`config.mk`:
```
export PLATFORM = sky130hd
export DESIGN_NAME = ps2_key_decoder_flat
export DESIGN_NICKNAME = d
export VERILOG_FILES = /design/src/rtl/ps2_key_decoder_if.sv /design/src/rtl/ps2_key_decoder.sv /design/src/flat_wrapper.sv
export SDC_FILE = /design/constraint.sdc
export NUM_CORES = 1
export LEC_CHECK = 0
export CAP_MARGIN = 20
export CELL_PAD_IN_SITES_DETAIL_PLACEMENT = 1
export CELL_PAD_IN_SITES_GLOBAL_PLACEMENT = 1
export CORE_ASPECT_RATIO = 0.75
export CORE_MARGIN = 1
export CORE_UTILIZATION = 30
export CTS_BUF_LIST = sky130_fd_sc_hd__clkbuf_4 sky130_fd_sc_hd__clkbuf_8 sky130_fd_sc_hd__clkbuf_16
export CTS_CLUSTER_SIZE = 28
export DETAILED_ROUTE_END_ITERATION = 10
export DONT_BUFFER_PORTS = 1
export PLACE_DENSITY_LB_ADDON = 0.1
export SYNTH_ARGS = -nofsm -noshare
export SYNTH_HDL_FRONTEND = slang
export SYNTH_SLANG_ARGS = --single-unit
```
`constraint.sdc`:
```
create_clock -name clk -period 3 [get_ports clk]
set_input_delay 0.45 -clock clk [delete_from_list [all_inputs] [get_ports clk]]
set_output_delay 0.45 -clock clk [all_outputs]
set_load 0.01 [all_outputs]
```
`src/rtl/ps2_key_decoder_if.sv`:
```
// ps2_key_decoder_if: receiver byte strobe in, decoded key and scan-code status out
interface ps2_key_decoder_if #(parameter int NUM_KEYS = 4);
  logic                rx_done_tick;
  logic [7:0]          rx_data;
  logic [NUM_KEYS-1:0] key_held;
  logic [NUM_KEYS-1:0] key_press;
  logic [NUM_KEYS-1:0] key_release;
  logic                any_held;
  logic                code_valid;
  logic [7:0]          code_out;
  logic                code_ext;
  logic                code_break;
  logic                seq_timeout;
  modport master (
    output rx_done_tick, rx_data,
    input  key_held, key_press, key_release, any_held,
    input  code_valid, code_out, code_ext, code_break, seq_timeout
  );
  modport slave (
    input  rx_done_tick, rx_data,
    output key_held, key_press, key_release, any_held,
    output code_valid, code_out, code_ext, code_break, seq_timeout
  );
endinterface

```
`src/rtl/ps2_key_decoder.sv`:
```
// ps2_key_decoder: PS/2 set-2 byte stream to per-key held/press/release with prefix timeout
module ps2_key_decoder #(
  parameter int                    NUM_KEYS       = 4,
  parameter logic [NUM_KEYS*9-1:0] KEY_MAP        = {9'h029, 9'h05A, 9'h01B, 9'h01C},
  parameter int                    TIMEOUT_CYCLES = 2_000_000,
  parameter int                    TO_W           = 21
) (
  input logic             clk,
  input logic             reset,
  ps2_key_decoder_if.slave bus
);
  typedef enum logic [2:0] {IDLE, GOT_E0, GOT_F0, GOT_E0F0, SKIP} state_t;
  state_t              state, state_nx;
  logic [2:0]          skip, skip_nx;
  logic [TO_W-1:0]     to_cnt;
  logic                tick, ignore, tmo, cmp, ext, brk, bat;
  logic [7:0]          d;
  logic [NUM_KEYS-1:0] match, held_nx;
  assign tick   = bus.rx_done_tick;
  assign d      = bus.rx_data;
  assign ignore = d inside {8'hE0, 8'hF0, 8'hE1, 8'hAA, 8'hFA, 8'hEE, 8'hFE, 8'hFC, 8'h00, 8'hFF};
  assign tmo    = !tick && state != IDLE && to_cnt == TO_W'(TIMEOUT_CYCLES - 1);
  always_ff @(posedge clk) begin
    if (reset) begin
      state  <= IDLE;
      skip   <= '0;
      to_cnt <= '0;
    end else begin
      state  <= state_nx;
      skip   <= skip_nx;
      to_cnt <= (tick || state == IDLE || tmo) ? '0 : to_cnt + 1'b1;
    end
  end
  always_comb begin
    state_nx = state;
    skip_nx  = skip;
    if (tmo) state_nx = IDLE;
    else if (tick)
      case (state)
        IDLE: begin
          state_nx = d == 8'hE0 ? GOT_E0 : d == 8'hF0 ? GOT_F0 : d == 8'hE1 ? SKIP : IDLE;
          skip_nx  = d == 8'hE1 ? 3'd7 : skip;
        end
        GOT_E0:   state_nx = d == 8'hF0 ? GOT_E0F0 : d == 8'hE0 ? GOT_E0 : IDLE;
        GOT_F0:   state_nx = d == 8'hF0 ? GOT_F0 : IDLE;
        GOT_E0F0: state_nx = IDLE;
        SKIP: begin
          skip_nx  = skip - 3'd1;
          state_nx = skip == 3'd1 ? IDLE : SKIP;
        end
        default:  state_nx = IDLE;
      endcase
  end
  always_comb begin
    ext = state == GOT_E0 || state == GOT_E0F0;
    brk = state == GOT_F0 || state == GOT_E0F0;
    cmp = tick && (state == IDLE   ? !ignore :
                   state == GOT_E0 ? d != 8'hF0 && d != 8'hE0 :
                   state == GOT_F0 ? d != 8'hF0 :
                   state == GOT_E0F0);
    bat = tick && state == IDLE && d == 8'hAA;
    held_nx = bat ? '0 : !cmp ? bus.key_held : brk ? bus.key_held & ~match : bus.key_held | match;
  end
  for (genvar k = 0; k < NUM_KEYS; k++) begin : g_match
    assign match[k] = cmp && KEY_MAP[9*k +: 9] == {ext, d};
  end
  always_ff @(posedge clk) begin
    if (reset) begin
      bus.key_held    <= '0;
      bus.key_press   <= '0;
      bus.key_release <= '0;
      bus.any_held    <= 1'b0;
      bus.code_valid  <= 1'b0;
      bus.code_out    <= '0;
      bus.code_ext    <= 1'b0;
      bus.code_break  <= 1'b0;
      bus.seq_timeout <= 1'b0;
    end else begin
      bus.key_held    <= held_nx;
      bus.any_held    <= |held_nx;
      bus.key_press   <= brk ? '0 : match & ~bus.key_held;
      bus.key_release <= brk ? match & bus.key_held : '0;
      bus.code_valid  <= cmp;
      bus.seq_timeout <= tmo;
      if (cmp) begin
        bus.code_out   <= d;
        bus.code_ext   <= ext;
        bus.code_break <= brk;
      end
    end
  end
endmodule

```
`src/flat_wrapper.sv`:
```
// flat-port wrapper written by rule: the top's interface ports become plain ports
module ps2_key_decoder_flat 
#(
  parameter int                    NUM_KEYS       = 4,
  parameter logic [NUM_KEYS*9-1:0] KEY_MAP        = {9'h029, 9'h05A, 9'h01B, 9'h01C},
  parameter int                    TIMEOUT_CYCLES = 2_000_000,
  parameter int                    TO_W           = 21
)
  (clk, reset, bus_rx_done_tick, bus_rx_data, bus_key_held, bus_key_press, bus_key_release, bus_any_held, bus_code_valid, bus_code_out, bus_code_ext, bus_code_break, bus_seq_timeout);
  ps2_key_decoder_if #(.NUM_KEYS(NUM_KEYS)) bus_i ();
  input logic clk;
  input logic reset;
  input wire logic [$bits(bus_i.rx_done_tick)-1:0] bus_rx_done_tick;
  input wire logic [$bits(bus_i.rx_data)-1:0] bus_rx_data;
  output wire logic [$bits(bus_i.key_held)-1:0] bus_key_held;
  output wire logic [$bits(bus_i.key_press)-1:0] bus_key_press;
  output wire logic [$bits(bus_i.key_release)-1:0] bus_key_release;
  output wire logic [$bits(bus_i.any_held)-1:0] bus_any_held;
  output wire logic [$bits(bus_i.code_valid)-1:0] bus_code_valid;
  output wire logic [$bits(bus_i.code_out)-1:0] bus_code_out;
  output wire logic [$bits(bus_i.code_ext)-1:0] bus_code_ext;
  output wire logic [$bits(bus_i.code_break)-1:0] bus_code_break;
  output wire logic [$bits(bus_i.seq_timeout)-1:0] bus_seq_timeout;
  assign bus_i.rx_done_tick = bus_rx_done_tick;
  assign bus_i.rx_data = bus_rx_data;
  assign bus_key_held = bus_i.key_held;
  assign bus_key_press = bus_i.key_press;
  assign bus_key_release = bus_i.key_release;
  assign bus_any_held = bus_i.any_held;
  assign bus_code_valid = bus_i.code_valid;
  assign bus_code_out = bus_i.code_out;
  assign bus_code_ext = bus_i.code_ext;
  assign bus_code_break = bus_i.code_break;
  assign bus_seq_timeout = bus_i.seq_timeout;
  ps2_key_decoder #(.NUM_KEYS(NUM_KEYS), .KEY_MAP(KEY_MAP), .TIMEOUT_CYCLES(TIMEOUT_CYCLES), .TO_W(TO_W)) u_core (.clk(clk), .reset(reset), .bus(bus_i));
endmodule
```
Word level (Yosys, flattened, before mapping) --
Cells that the tools add are included.
Storage, ports and cells: bits in latches 0, memories kept 0, ROM bits 0, RAM bits 0, logic and storage cells 87, register bits after elaboration 52, input bits 11, output and inout port bits 25
Operators by class: shift operators 0, multiplexer cells 16, divide/modulo/power cells 0, add/subtract/negate cells 2, equal/unequal tests 22, $lt $le $gt $ge 0, bitwise gates (word level) 8, reduce and logical (&&, ||, !) cells 27, multiply operators 0
Operators by type and width (count):
- == test 8 bit, second input constant | 9
- adder 21 x 1 -> 21 bit, second input constant | 1
- == test 21 bit, second input constant | 1
- == test 5 x 9 -> 1 bit, first input constant | 2
- 2-to-1 mux 3 bit | 6
- != test 8 bit, second input constant | 2
- bitwise AND 4 bit | 3
- 2-to-1 mux 4 bit | 3
- one-hot mux 3 bit (4 select lines) | 1
- logical AND 1 bit | 10
- nonzero test 10 bit | 1
- == test 6 x 9 -> 1 bit, first input constant | 1
- == test 7 x 9 -> 1 bit, first input constant | 1
- logical NOT 8 bit | 1
- NOT 4 bit | 2
- OR reduction 2 bit | 4
- == test 3 x 1 -> 1 bit, second input constant | 2
- == test 3 x 2 -> 1 bit, second input constant | 2
- one-hot mux 3 bit (2 select lines) | 1
- logical OR 1 bit | 4
- 2-to-1 mux 1 bit | 4
- OR 4 bit | 1
- AND reduction 4 bit | 1
- OR reduction 4 bit | 1
- 9 further kinds | 11

Depth between registers and ports, before layout --
Gate-level depths: netlist of the first run.
word-level depth 12, depth in mapped cells 7, gate-level depth less buffers 6

Least setup slack after synthesis of the first run --
OpenSTA, ideal clock, no wires.
path type input -> register, start point input port bus_rx_data[1], end point register u_core.bus.code_break, path slack 1084 ps, stages 6, arrival time 1795 ps, path buffers 1, setup time 121 ps, data required time 2879 ps, cells stage by stage buf_2 -> or3_1 -> a211oi_2 -> o21ai_2 -> nand3_4 -> mux2_4
Between the ends: cells in the longest elaborated chain, start to end 5, elaborated cells on any way between the ends 19, those cells by class eq/ne (11); mux (3); reduce/logical (5)
Ends and longest elaborated chain:
- start: declaration | line flat_wrapper.sv:14 | input wire logic [$bits(bus_i.rx_data)-1:0] bus_rx_data;
- == test 8 bit, or another cell as far along | line ps2_key_decoder.sv:21 | assign ignore = d inside {8'hE0, 8'hF0, 8'hE1, 8'hAA, 8'hFA, 8'hEE, 8'hFE, 8'hFC, 8'h00, 8'hFF};
- nonzero test 10 bit, or another cell as far along | line ps2_key_decoder.sv:21
- logical NOT 1 bit / 2-to-1 mux 1 bit (equally long branches) | line ps2_key_decoder.sv:57, ps2_key_decoder.sv:58
- 2-to-1 mux 1 bit * | line ps2_key_decoder.sv:57 | cmp = tick && (state == IDLE ? !ignore :
- logical AND 1 bit * | line ps2_key_decoder.sv:57
- end signal: assignment | line ps2_key_decoder.sv:88 | bus.code_break <= brk;
- end: declaration | line ps2_key_decoder_if.sv:22 | output code_valid, code_out, code_ext, code_break, seq_timeout
Mark *: on every way between the ends. The rest lies on a longest branch, timed or not. A chain may end at the register's enable or synchronous reset.

Final worst setup path of the first run --
start point register u_core.to_cnt[0], end point register u_core.to_cnt[16]
Between the ends: cells in the longest elaborated chain, start to end 4, elaborated cells on any way between the ends 5, those cells by class add/sub (1); eq/ne (1); reduce/logical (3)
Ends and longest elaborated chain:
- start: declaration | line ps2_key_decoder.sv:15 | logic [TO_W-1:0] to_cnt;
- start signal: assignment | line ps2_key_decoder.sv:31 | to_cnt <= (tick || state == IDLE || tmo) ? '0 : to_cnt + 1'b1;
- parallel branches: the longest is 4 deep, another holds adder 21 x 1 -> 21 bit
Parallel ways; which one is timed is not known.

==> run metrics, run 1 <==
DR vias/cell=between 5 and 6; CTS tree=built; RSZ-0062 raised after global routing=false; CTS clock-pin slew for the worst setup and hold paths=0.07 ns; RR Startpoint=u_core.to_cnt[0]; first-pass GRT wire length=about 9900 um; Routed WL=6140 um; critical path class=flop to flop; critical path startpoint category=flop; Reg2Reg Setup Slack=roughly 0.89 ns; post-synth net total=~300; post-DR wirelength/cell=16.0 um; status=finished clean; Post-Synth Adder-Cell Area=1.91%; Core Rows=28; CP required=~3.2 ns; register area share after synthesis=40.8%; H-tree depth=2; Hold Startpoint=reset; root buf cell=clkbuf_16; CP startpoint=u_core.to_cnt[0]; Layout area overhead=6.47%; Worst-Margin Slew=between 0.7 and 0.8 ns; Final Max Slew Viols=0; Hold Path End=u_core.bus.code_valid; count of final hold-check violations=0; Post-CTS Repair Setup Buffers=0; fin worst setup slack=~0.89 ns; Syn Area/Cell=just under 9 sq um; DRC violations left=0; footprint of the multi-input gates=1380 sq um; Post-Synth Simple-Gate Area=between 30% and 40%; # clock sinks=52; ys flop type=dfxtp_1; fmax=474 MHz; Worst R2R End=u_core.to_cnt[16]; pwr/cell area=between 400 and 500 nW/um^2; P_leak=0.889 nW; port bufs=0; post_cts resized=0; Yosys warning count=0; Fillers=954; relative slew slack=around 50%; FF+latch area=roughly 1000 sq um; die height=between 80 and 90 um; TritonRoute pass-1 iters=4; largest net degree at the start of global routing=25; Final Util=33.7%; minimum clock period=approximately 2.1 ns; 1st-iter DRT viols=75; clock latency on the worst-skew pair=0.29 ns; post-synthesis xor/xnor area fraction=6.18%; Hold WC Path Type=primary input to flop; crit path capture type=flop; Final setup viols=0; grt ovf=0; clk_skew=0.00258 ns; gr usage total=between 10% and 20%; fin cells=roughly 380; die area=around 8900 sq um; Synth Area in Compound Gates=a little over an eighth; final worst path period share=around 70%; post-place setup slack=a little under 0.9 ns; post-synthesis mux area share=~1.2%; ys async rst share=0%; hold bufs inserted after CTS=0; synth unique cells=54; DR vias=about 2000; Cell Area, Synth=around 2600 sq um; Die X=roughly 110 um; dpl cells=377; layout cells sized above 1=between 8 and 9%; main combinational cell family by area after synthesis=simple AND/OR/NAND/NOR gates; Ports=36; fin nets=293; final RePlAce weighted congestion=about 0.73; Core ar.=approximately 8100 sq um; setup_tns=0 ns; cells on worst reg2reg path=6; Synth Register Bits=52; WP data arrival=around 2.3 ns; Crit Path Max Fanout=21; Starting Density=between 30% and 40%; antenna viol nets, final=0; deepest clock path buffer count=2; Max-Cap Viols=0; VDD IR max=just over 0.2 mV; Mapped Cells=between 200 and 300; hold path cells=1; initial antenna violation count=0; HPWL after DPL=around 4400 um; TritonCTS Buffers=5; Post-synth EDFFs=0; vias in the first global route=between 1500 and 2000; antenna cells=0
==> cells in the mapped netlist (all sizes together) (3+ instances only) <==
master / instances / area [sq um]
a21oi: 19 / 95.1
and3: 4 / 25.0
and4: 5 / 43.8
buf: 12 / 81.3
clkbuf: 6 / 22.5
dfxtp: 52 / 1040
ha: 3 / 37.5
inv: 6 / 25.0
nand2: 18 / 67.6
nand2b: 4 / 25.0
nand3: 11 / 67.6
nand3b: 3 / 22.5
nand4: 16 / 100
nor2: 44 / 168
nor2b: 6 / 37.5
nor3: 6 / 35.0
nor4: 5 / 31.3
nor4b: 4 / 35.0
o21a: 3 / 23.8
o21ai: 5 / 32.5
o31ai: 8 / 60.1
xnor2: 8 / 70.1
xor2: 10 / 87.6
==> worst max-delay path, stage by stage, from the launching register on <==
cell and delay (ns):
dfxtp_1 0.32, ha_1 0.24, nand2_1 0.15, nor2_1 0.10, and4_1 0.19, or4_1 0.78, a21oi_1 0.25
==> cell type report <==
cell class                      instances  area share [%]
Multi-Input combinational cell        214            50.9
Clock buffer                            6            4.88
Sequential cell                        52            38.3
Inverter                                6           0.921
Tap cell                              105            4.83
Clock inverter                          1           0.184
==> worst max-delay path by stage <==
| stage | end | slack, ns |
|---|---|---|
| after CTS | u_core.to_cnt[16] | 0.84 |
| final | u_core.to_cnt[16] | 0.89 |
| after global placement | u_core.to_cnt[16] | 0.89 |
| after floorplan | u_core.bus.code_break | 1.08 |
| after detailed placement | u_core.to_cnt[16] | 0.88 |
| after global routing | u_core.to_cnt[18] | 0.69 |
==> logic make-up after synthesis <==
| group | Yosys count |
|---|---|
| buf+inv | 24 |
| mux | 2 |
| simple gates | 142 |
| fa+ha+maj | 4 |
| compound gates | 48 |
| xor+xnor | 18 |
| flops | 52 |
==> cells in the final DEF (no fill, tap or decap), drive strengths merged, types with 2 or more instances in the layout <==
cell type / count
a41oi: 2
nand4: 16
or4: 2
clkbuf: 6
o21a: 3
nand3: 11
nor3b: 2
o21ai: 5
nor2: 44
and3: 4
a21oi: 19
a311oi: 2
dfxtp: 52
inv: 6
nor2b: 6
a41o: 2
and3b: 2
nor4: 5
nand2b: 4
and4: 5
mux2: 2
nand4bb: 2
nand4b: 2
nand3b: 3
nand2: 18
a211oi: 2
o31ai: 8
nor4b: 4
xor2: 10
xnor2: 8
ha: 3
or2: 2
or3: 2
nor3: 6
==> routing by layer <==
metal | vias to the layer above | part of all wire, % | routed length, um | GRT usage, %
met5 | - | 0 | 0 | 0
met4 | 0 | 1.1 | 65 | 4.05
met3 | 7 | 4.3 | 266 | 3.73
met2 | 34 | 37 | 2250 | 19.1
met1 | 929 | 58 | 3550 | 22.2
li1 | 1019 | - | - | -
==> state kept, by name, summed over array words and instances (netlist names) <==
register and flops:
u_core.state 3, u_core.bus.code_valid 1, u_core.bus.any_held 1, u_core.bus.code_out 8, u_core.skip 3, u_core.to_cnt 21, u_core.bus.key_held 4, u_core.bus.key_press 4
u_core.bus.key_release 4, u_core.bus.code_ext 1, u_core.bus.seq_timeout 1, u_core.bus.code_break 1
==> per-stage QoR <==
stage	hold WS [ns]	power [mW]	instance area, sq um
final	0.230	1.32	2720
after global routing	0.218	1.38	2720
after CTS	0.217	1.35	2720
after detailed placement	0.440	0.781	2580
after global placement	0.428	0.781	2580
after floorplan	0.413	0.788	2550
==> where the power goes <==
part,switching [mW],internal (mW)
Combinational,0.0311,0.0243
Clock,0.241,0.313
Sequential,0.0108,0.699
Total,0.283,1.04
No activity file was read; power rests on OpenSTA's default activity.
==> run 2, diff against run 1 <==
==> constraint.sdc (replaced) <==
create_clock -name clk -period 2.1 [get_ports clk]
set_input_delay 0.315 -clock clk [delete_from_list [all_inputs] [get_ports clk]]
set_output_delay 0.315 -clock clk [all_outputs]
set_load 0.01 [all_outputs]
==> run 2 against run 1 <==
  * Count of clock-buffer cells in the layout increased by 1
  * Clock skew rose by 0.0030 ns
  * Non-clock buffer count is 8 higher
  * Critical endpoint is now u_core.bus.code_ext
  * Cell count rose by 2.3%
  * Setup slack got worse by 0.65 ns
  * Fmax up 14%
  * First-iteration DRC count rose by 28%
  * Die area is the same
  * Critical path type unchanged
  * Highest routed layer unchanged
  * Largest cell class unchanged
==> run metrics, run 2 (synthesis gave the netlist of run 1 again) <==
status=finished clean; Starting Density=a little under a third; max FFs per register=21; Post-CTS Repair Setup Buffers=0; gr usage total=15.1%; initial antenna violation count=0; deepest clock path buffer count=2; first-pass GRT wire length=between 10000 and 15000 um; Ports=36; H-tree depth=2; FF+latch area=about 1000 sq um; register share of total power=around half; grt ovf=0; DR vias=2030; Psw=roughly 0.43 mW; Layout area overhead=10.6%; cells on worst reg2reg path=5; final worst path period share=88.5%; crit path capture type=flop; pwr/cell area=about 740 nW/um^2; final RePlAce weighted congestion=~0.66; P_leak=approximately 0.95 nW; clk_skew=approximately 0.0055 ns; # clock sinks=52; fin worst setup slack=roughly 0.24 ns; Die X=109 um; layout cells sized above 1=between 10% and 20%; post_cts resized=0; fmax=538 MHz; antenna viol nets, final=0; CP required=around 2.3 ns; hold path cells=1; DRC violations left=0; 1st-iter DRT viols=96; CTS clock-pin slew for the worst setup and hold paths=around 0.070 ns; fin nets=approximately 300; Net Sw Frac=about a fifth; footprint of the multi-input gates=~1400 sq um; combinational share of power=approximately 4.1%; root buf cell=clkbuf_16; Clk pwr share=47.7%; clock latency on the worst-skew pair=between 0.2 and 0.3 ns; VDD IR max=0.403 mV; hold bufs inserted after CTS=0; commonest non-fill, non-tap cell in the layout=dfxtp_1; TritonCTS Buffers=5; count of final hold-check violations=0; Cell Int Power=1.67 mW; post-place setup slack=0.243 ns; antenna cells=0; top flop regs=u_core.to_cnt: 21 flops, u_core.bus.code_out: 8 flops; post-DR wirelength/cell=16.1 um; critical path class=flop to flop; RSZ-0062 raised after global routing=false; minimum clock period=about 1.9 ns; TritonRoute pass-1 iters=4; die height=between 80 and 90 um; Fillers=943; Worst-Margin Slew=between 0.4 and 0.5 ns; Routed WL=~6300 um; Max-Cap Viols=0; HPWL after DPL=between 4000 and 5000 um; die area=8880 sq um; most frequent cells in the layout=52 x dfxtp_1, 43 x nor2_1, 19 x a21oi_1; Final Max Slew Viols=0; Final setup viols=0; Core Rows=28; setup_tns=0 ns; DR vias/cell=a little over 5; vias in the first global route=1957; largest net degree at the start of global routing=25; Hold WC Path Type=primary input to flop; relative slew slack=roughly 67%; Crit Path Max Fanout=9; Reg with most FFs=u_core.to_cnt; Core ar.=8060 sq um; CTS tree=built; critical path startpoint category=flop; port bufs=0; WP data arrival=slightly above 2 ns
-- run 2: changes by cell type in the layout (fill, tap and decap cells not counted), sizes merged --
cell    change
bufinv      +1
clkbuf      +1
buf         +8
clkinv      -1
-- run 2: through the flow --
stage	instance area [sq um]	util (%)	hold slack [ns]	power, mW	instances
after CTS	2820	35.0	0.0777	2.12	393
after detailed placement	2640	32.8	0.391	1.12	385
final	2820	35.0	0.0851	2.10	393
after global placement	2640	32.8	0.390	1.12	385
after global routing	2820	35.0	0.0747	2.18	393
after floorplan	2550	-	0.413	1.13	290
-- run 2: worst max-delay path, cell delays in order, from the launching register on --
cell and delay (ns):
dfxtp_1 0.48, or3b_1 0.41, a21oi_1 0.22, o21ai_2 0.19, nand3_4 0.15, mux2_4 0.30
-- run 2: final timing paths --
check / start / endpoint / slack (ns)
setup / recovery: u_core.state[0] / u_core.bus.code_ext / 0.24
hold / removal: reset / u_core.bus.code_valid / 0.09
setup reg to reg: u_core.state[0] / u_core.bus.code_ext / 0.24
hold reg to reg: u_core.to_cnt[0] / u_core.to_cnt[0] / 0.46
-- run 2: power groups by stage --
stage	Combinational (mW)	Clock (mW)	Sequential, mW
2_1_floorplan	0.0947	0	1.03
3_3_place_gp	0.0845	0	1.04
3_5_place_dp	0.0852	0	1.04
4_1_cts	0.0856	1.03	1.01
5_1_grt	0.0941	1.07	1.01
6_report	0.0850	1.00	1.01
-- run 2: layout make-up --
class	instances	share of cell area (%)
Inverter	6	0.887
Timing Repair Buffer	8	2.13
Tap cell	105	4.65
Sequential cell	52	36.9
Clock inverter	1	1.06
Clock buffer	7	5.41
Multi-Input combinational cell	214	49.0
-- run 2: metal layers --
layer,up-vias,GRT usage [%],wire [um]
li1,1034,-,-
met1,956,22.3,3550
met2,34,20.6,2450
met3,6,4.76,281
met4,0,4.05,61
met5,-,0,0
==> run 3, diff against run 2 <==
--- a/config.mk
+++ b/config.mk
@@ -14,8 +14,8 @@
 export CTS_BUF_LIST = sky130_fd_sc_hd__clkbuf_4 sky130_fd_sc_hd__clkbuf_8 sky130_fd_sc_hd__clkbuf_16
 export CTS_CLUSTER_SIZE = 28
 export DETAILED_ROUTE_END_ITERATION = 10
-export DONT_BUFFER_PORTS = 1
 export PLACE_DENSITY_LB_ADDON = 0.1
+export SKIP_CTS_REPAIR_TIMING = 1
 export SYNTH_ARGS = -nofsm -noshare
 export SYNTH_HDL_FRONTEND = slang
 export SYNTH_SLANG_ARGS = --single-unit
==> run 3 against run 2 <==
  * Clock skew shrank 0.00071 ns
  * Core utilization grew 7.1 points
  * Critical path depth rose by 1
  * Global-route usage is 1.3 points higher
  * First-iteration DRC count down 43%
  * Clock power shrank 15%
  * Highest routed layer unchanged
  * Total power down 1.7%
  * Sequential cell count stayed put
  * Largest cell class unchanged
  * Critical path type is now primary input to flop
  * Combinational power is 140% higher
==> run metrics, run 3 (synthesis gave the netlist of run 1 again) <==
post-DR wirelength/cell=approximately 15 um; RSZ-0062 raised after global routing=false; # clock sinks=52; footprint of the multi-input gates=around 1400 sq um; Reg with most FFs=u_core.to_cnt; Crit Path Max Fanout=6; Psw=0.474 mW; Net Sw Frac=between 20% and 30%; die area=between 8000 and 9000 sq um; antenna viol nets, final=0; WP data arrival=between 2 and 2.5 ns; largest net degree at the start of global routing=24; first-pass GRT wire length=about 11000 um; FF+latch area=1040 sq um; top flop regs=u_core.to_cnt: 21 flops, u_core.bus.code_out: 8 flops; count of final hold-check violations=0; status=finished clean; Starting Density=a little under a third; pwr/cell area=roughly 600 nW/um^2; CTS clock-pin slew for the worst setup and hold paths=roughly 0.070 ns; layout cells sized above 1=18.3%; TritonCTS Buffers=5; root buf cell=clkbuf_16; CP required=2.28 ns; P_leak=around 1.2 nW; Layout area overhead=33.1%; post-place setup slack=-0.196 ns; Worst-Margin Slew=around 0.5 ns; Cell Int Power=1.59 mW; Max-Cap Viols=0; 1st-iter DRT viols=between 50 and 60; DRC violations left=0; clk_skew=0.00482 ns; most frequent cells in the layout=52 x dfxtp_1, 43 x nor2_1, 39 x buf_4; Die X=109 um; setup_tns=0 ns; combinational share of power=9.8%; DR vias=around 2300; Reg2Reg Setup Slack=around 0.3 ns; Fillers=around 1000; fin nets=around 370; fmax=roughly 500 MHz; commonest non-fill, non-tap cell in the layout=dfxtp_1; grt ovf=0; Total Power=between 2 and 2.5 mW; fin worst setup slack=roughly 0.09 ns; register share of total power=48.8%; critical path class=primary input to flop; TritonRoute pass-1 iters=4; Ports=36; relative slew slack=66.4%; minimum clock period=between 2 and 2.5 ns; final RePlAce weighted congestion=about 0.81; VDD IR max=about 0.28 mV; crit path capture type=flop; HPWL after DPL=slightly above 5000 um; port bufs=35; H-tree depth=2; max FFs per register=21; vias in the first global route=between 2000 and 2500; final worst path period share=95.7%; Final setup viols=0; Clk pwr share=between 40% and 50%; antenna cells=0; critical path startpoint category=primary input; CTS tree=built; clock latency on the worst-skew pair=between 0.2 and 0.3 ns; Routed WL=roughly 6800 um; deepest clock path buffer count=2; Core Rows=28; Core ar.=8060 sq um; die height=around 82 um; gr usage total=around 16%; DR vias/cell=a little under 5; Final Max Slew Viols=0; initial antenna violation count=0; Hold WC Path Type=flop to flop
run 3: cell count changes in the layout (fill, tap and decap cells not counted), sizes merged:
cell / before / now
buf: 8 / 40
clkinvlp: 0 / 1
clkdlybuf4s50: 0 / 35
bufinv: 1 / 0
run 3: layout make-up:
| type | count | share of cell area [%] |
|---|---|---|
| multi-input combinational | 214 | 40.7 |
| sequential | 52 | 30.6 |
| timing repair buffer | 75 | 19.5 |
| clock buffer | 7 | 4.31 |
| tap | 105 | 3.87 |
| inverter | 6 | 0.737 |
| clock inverter | 1 | 0.221 |
run 3: metrics by stage:
step | std cells | utilization [%] | area (sq um) | hold slack, ns
4_1_cts | 460 | 42.2 | 3400 | 0.451
3_5_place_dp | 452 | 40.2 | 3240 | 0.440
3_3_place_gp | 452 | 40.2 | 3240 | 0.429
5_1_grt | 460 | 42.2 | 3400 | 0.480
6_report | 460 | 42.2 | 3400 | 0.449
2_1_floorplan | 290 | - | 2550 | 0.413
run 3: power by group through the flow:
stage | logic, mW | registers, mW | clock network, mW
after floorplan | 0.0947 | 1.03 | 0
after global routing | 0.217 | 1.01 | 0.931
after detailed placement | 0.201 | 1.03 | 0
after CTS | 0.202 | 1.01 | 0.881
final | 0.201 | 1.01 | 0.855
after global placement | 0.200 | 1.03 | 0
run 3: path summary, 6_finish.rpt:
kind,start,to,cells past startpoint
hold / removal,u_core.to_cnt[0],u_core.to_cnt[0],1
hold reg to reg,u_core.to_cnt[0],u_core.to_cnt[0],1
setup / recovery,bus_rx_data[6],u_core.bus.code_break,6
setup reg to reg,u_core.state[0],u_core.bus.code_break,5
run 3: worst max-delay path: stages:
cell and delay [ns]:
clkdlybuf4s50_1 0.55, nand4bb_1 0.27, a2111oi_2 0.50, o21ai_2 0.14
nand3_4 0.12, mux2_4 0.30
run 3: metal layers:
metal / vias to the layer above / global-route usage, % / part of all wire, % / wire length (um)
li1: 1169 / - / - / -
met1: 1071 / 24.6 / 56 / 3840
met2: 26 / 23.0 / 40 / 2750
met3: 7 / 3.25 / 2.5 / 168
met4: 0 / 5.41 / 1.1 / 76
met5: - / 0 / 0 / 0
